==> src/rtl/mux32_share_arbiter.sv <==
// Two-requester arbiter that shares one 2:1 mux path and a one-entry output register.
// Define MUX32_ARB_FIXED_PRIORITY_EN to make A win every tie instead of using round-robin.
module mux32_share_arbiter #(
  parameter int unsigned WIDTH = 32,
  parameter int unsigned CNT_W = 16
) (
  input  logic             Clk,
  input  logic             Reset,
  input  logic             inAValid,
  input  logic [WIDTH-1:0] inA,
  output logic             inAReady,
  input  logic             inBValid,
  input  logic [WIDTH-1:0] inB,
  output logic             inBReady,
  output logic             sel,
  output logic             outValid,
  output logic [WIDTH-1:0] out,
  input  logic             outReady,
  output logic [CNT_W-1:0] countA,
  output logic [CNT_W-1:0] countB
);

  logic last_grant;
  logic can_accept;
  logic grant_a;
  logic grant_b;
  logic accept;

  // Winner selection; a tie goes to the requester that was not served last.
  always_comb begin
    grant_a = 1'b0;
    grant_b = 1'b0;
    if (inAValid && inBValid) begin
`ifdef MUX32_ARB_FIXED_PRIORITY_EN
      grant_a = 1'b1;
`else
      grant_a = last_grant;
      grant_b = !last_grant;
`endif
    end else begin
      grant_a = inAValid;
      grant_b = inBValid;
    end
  end

  // The output stage can take a word when it is empty or being drained this cycle.
  always_comb begin
    can_accept = !outValid || outReady;
    accept     = !Reset && can_accept && (grant_a || grant_b);
    inAReady   = !Reset && can_accept && grant_a;
    inBReady   = !Reset && can_accept && grant_b;
  end

  always_ff @(posedge Clk) begin
    if (Reset) begin
      outValid   <= 1'b0;
      out        <= '0;
      sel        <= 1'b0;
      last_grant <= 1'b1;
    end else if (accept) begin
      out        <= grant_b ? inB : inA;
      sel        <= grant_b;
      outValid   <= 1'b1;
      last_grant <= grant_b;
    end else if (outReady) begin
      outValid   <= 1'b0;
    end
  end

  // Saturating transfer counters; they only clear on reset.
  always_ff @(posedge Clk) begin
    if (Reset) begin
      countA <= '0;
      countB <= '0;
    end else begin
      if (inAReady && (countA != {CNT_W{1'b1}})) countA <= countA + CNT_W'(1);
      if (inBReady && (countB != {CNT_W{1'b1}})) countB <= countB + CNT_W'(1);
    end
  end

endmodule

==> config.mk <==
export PLATFORM = sky130hd
export DESIGN_NAME = mux32_share_arbiter
export DESIGN_NICKNAME = d
export VERILOG_FILES = /design/src/rtl/mux32_share_arbiter.sv
export SDC_FILE = /design/constraint.sdc
export NUM_CORES = 1
export LEC_CHECK = 0
export ABC_AREA = 1
export CAP_MARGIN = 0
export CORE_MARGIN = 1.5
export CORE_UTILIZATION = 45
export DETAILED_ROUTE_END_ITERATION = 8
export PLACE_DENSITY = 0.91
export SLEW_MARGIN = 0
export SYNTH_ARGS = -nofsm -noshare
export SYNTH_HDL_FRONTEND = slang
export SYNTH_SLANG_ARGS = --single-unit
==> constraint.sdc <==
create_clock -name Clk -period 1.9 [get_ports Clk]
set_clock_uncertainty 0.05 [all_clocks]
set_input_delay 0.285 -clock Clk [delete_from_list [all_inputs] [get_ports Clk]]
set_output_delay 0.285 -clock Clk [all_outputs]
set_load 0.02 [all_outputs]
==> impl_metrics.toml <==
[run_status]
outcome = "complete, no violations"

[logic_synthesis]
synth.top_cells.by_area = "dfxtp_1 36%, nand3_1 13%, nand2_1 12%"
ys.warnings.count = 0
total_nets_after_synthesis = 584
synth_sequential_area_ratio = 0.359
async_flop_share = 0
syn-instance-count = 513
library_cell_occupying_the_most_area_in_the_post_synthesis_netlist = "dfxtp_1"
synth_ff_type = "dfxtp_1"
synth.cell_area_sq_um = 3740
synth.top_cell.area_share = 0.359
post_synth.cell_area_avg_sq_um = 7.29
synthDistinctLibCells = 32
synth_enable_flop_cells = 0
post_synthesis_register_bit_count = 67

[grt]
grt_first_pass_wirelength_mm = 17.4
overflow = 0
vias_in_the_first_global_route = 3943
grt_antenna_before_repair = 1
track_usage = 0.249
pin_count_of_the_biggest_net_entering_global_routing = 65

[placement]
detailedPlacementHpwl_mm = 7.95
detailedPlace.worstSlack_ns = -0.275
port-buffer-count = 136
gp_congestion = 0.933

[critical_path]
crit_path_max_fanout = 7
timing.critical_path.arrival_ns = 1.51
timing.reg2reg.worst_path_depth = 8
critPathKind = "reg2out"
cp_slowest_stage_delay_ns = 0.67
timing.critical_path.from_type = "flip-flop"
required_ns = 1.56
critical_path_depth = 1
endpoint_kind = "output port"
critPathBufInv = 1
worstPathCellList = "clkdlybuf4s50_1"
worst_path_max_delay_cell = "clkdlybuf4s50_1"
critical-path-top-delay-family = "buffers and inverters"

[cts]
post_cts.repair.setup_buffers = 0
cts-root-buf = "clkbuf_8"
clk_path_buf_depth = 2
cts_buffers = 9
tritoncts_clock_tree = "built"
numClockSinks = 67
worstSkewPairLatency_ns = 0.35
clkSlewWorstSetupHoldPaths_ns = 0.08
htreeDepth = 3

[drt]
avgRoutedWirePerCell_um = 14.2
highest_layer = "met4"
wl_met3_um = 942
route.antenna.remaining_nets = 0
route.final.wire_length_mm = 10.9
dr_vias = 4083
drc = 0
wl_met2_mm = 5.30
detail_route.vias_per_cell = 5.34
wirelength_met1_mm = 4.39
dr.pass1.iters = 5
initialDrtViolationCount = 249

[floorplan]
fp.coreArea_sq_um = 8130
rows = 33
fp.dieH_um = 94.2
floorplan.io_pins = 137
initial_core_util = 0.460
die-area_sq_um = 8860
die_x_um = 94.2

[power]
report.power.total_uw = 3520
power.switching_fraction = 0.276
power.share.clock = 0.345
p_leak_uw = 0.00233
power_density_nw_per_um2 = 652
power.sequential.fraction = 0.438
max-vdd-ir-drop_v = 0.000352
combinationalPowerShare = 0.218
netSwitchingPower_uw = 972
cell_internal_pwr_uw = 2540

[sta]
number_of_failing_hold_endpoints_at_the_final_stage = 0
max_freq_mhz = 541
slew_violations = 0
timing.max_slew.rel_slack = 0.728
timing.final.setup_violations = 0
final_setup_margin_ns = 0.0501
hold_ws_ns = 0.422
unrepaired_setup_endpoints_after_global_routing = "no"
final_min_period_over_clock_period = 0.974
fin_crit_ns = 1.85
worstMarginPinSlew_ns = 0.408

[worst_hold_path]
timing.hold.worst_path_depth = 2
hold_path.class = "reg2reg"

[flow_run]
drv.max_cap_violation_count = 0

[final_layout]
n_fill_cell = 643
synthToLayoutAreaGrowth_pct = 44.3
layout.nets = 725
layout_cells_sized_above_1 = 0.114
power by group through the flow:
stage / clock (uW) / combinational [uW] / sequential (uW)
after floorplan: 0 / 307 / 1660
after global placement: 0 / 751 / 1570
after detailed placement: 0 / 768 / 1570
after CTS: 1230 / 768 / 1540
after global routing: 1290 / 827 / 1550
final: 1210 / 765 / 1540
routing by layer:
metal,track usage,up-vias
met3,0.0841,28
li1,-,1998
met2,0.427,200
met5,0,-
met1,0.275,1857
met4,0.114,0
stage by stage:
stage	TNS (ns)	utilization	cells	instance area, sq um
after floorplan	0	-	513	3740
after global placement	-6.15	0.639	748	5200
after detailed placement	-8.24	0.639	748	5200
after CTS	0	0.663	763	5390
after global routing	0	0.663	764	5400
final	0	0.663	764	5400
kinds of logic after synthesis:
kind of cell,count (synthesis),synth area share
xor gates and xnor gates,1,0.00234
adders and majority gates,2,0.00669
and+or+nand+nor,324,0.420
DFF,67,0.359
AOI/OAI and AO/OA,65,0.138
buffers and inverters,54,0.0746
what timing repair did:
action                                  CTS  global route
endpoints found under the setup margin    2             2
resized for setup                         4             2
hold buffers                              0             0
final timing paths:
path                                  from         end  slack, ns
worst max-delay path            countB[10]  countB[10]       0.05
worst min-delay path                   sel         sel       0.42
worst max register to register   countB[1]   countB[8]       0.21
worst min register to register         sel         sel       0.42
flip-flops by register name, indices dropped and copies added (netlist names):
register	cells
out	32
countB	16
sel	1
countA	16
outValid	1
last_grant	1
synthesized netlist by cell type (4+ instances only):
cell      count
a21oi_1      17
a21oi_2       4
buf_6         9
clkbuf_1     11
dfxtp_1      67
inv_1        23
inv_2         5
nand2_1     116
nand2_2      11
nand3_1      96
nand4_1       7
nor2_1       70
nor2_2        4
nor2_4        7
o211a_1      32
o21ai_0       9
layout by cell type, fill, tap and decap left out, types with 2 or more instances in the layout:
master             n
a21oi_1           17
a21oi_2            4
buf_4             18
clkbuf_1           2
clkbuf_8          11
clkdlybuf4s50_1  132
clkinv_2           2
dfxtp_1           66
dlygate4sd2_1      4
inv_1             23
inv_2              5
nand2_1          116
nand2_2           11
nand2_4            2
nand2_8            2
nand3_1           96
nand4_1            7
nand4_4            2
nor2_1            70
nor2_2             4
nor2_4             7
nor2_8             2
nor3_1             3
o211a_1           32
o21ai_0            9
layout make-up:
class / instances / area (sq um) / area share
Antenna cell: 1 / 2.50 / 0.000464
Clock buffer: 13 / 159 / 0.0294
Clock inverter: 2 / 35.0 / 0.00649
Inverter: 30 / 114 / 0.0211
Multi-Input combinational cell: 392 / 2120 / 0.393
Sequential cell: 67 / 1340 / 0.249
Tap cell: 105 / 131 / 0.0243
Timing Repair Buffer: 154 / 1490 / 0.276
No activity file was read; power rests on OpenSTA's default activity.
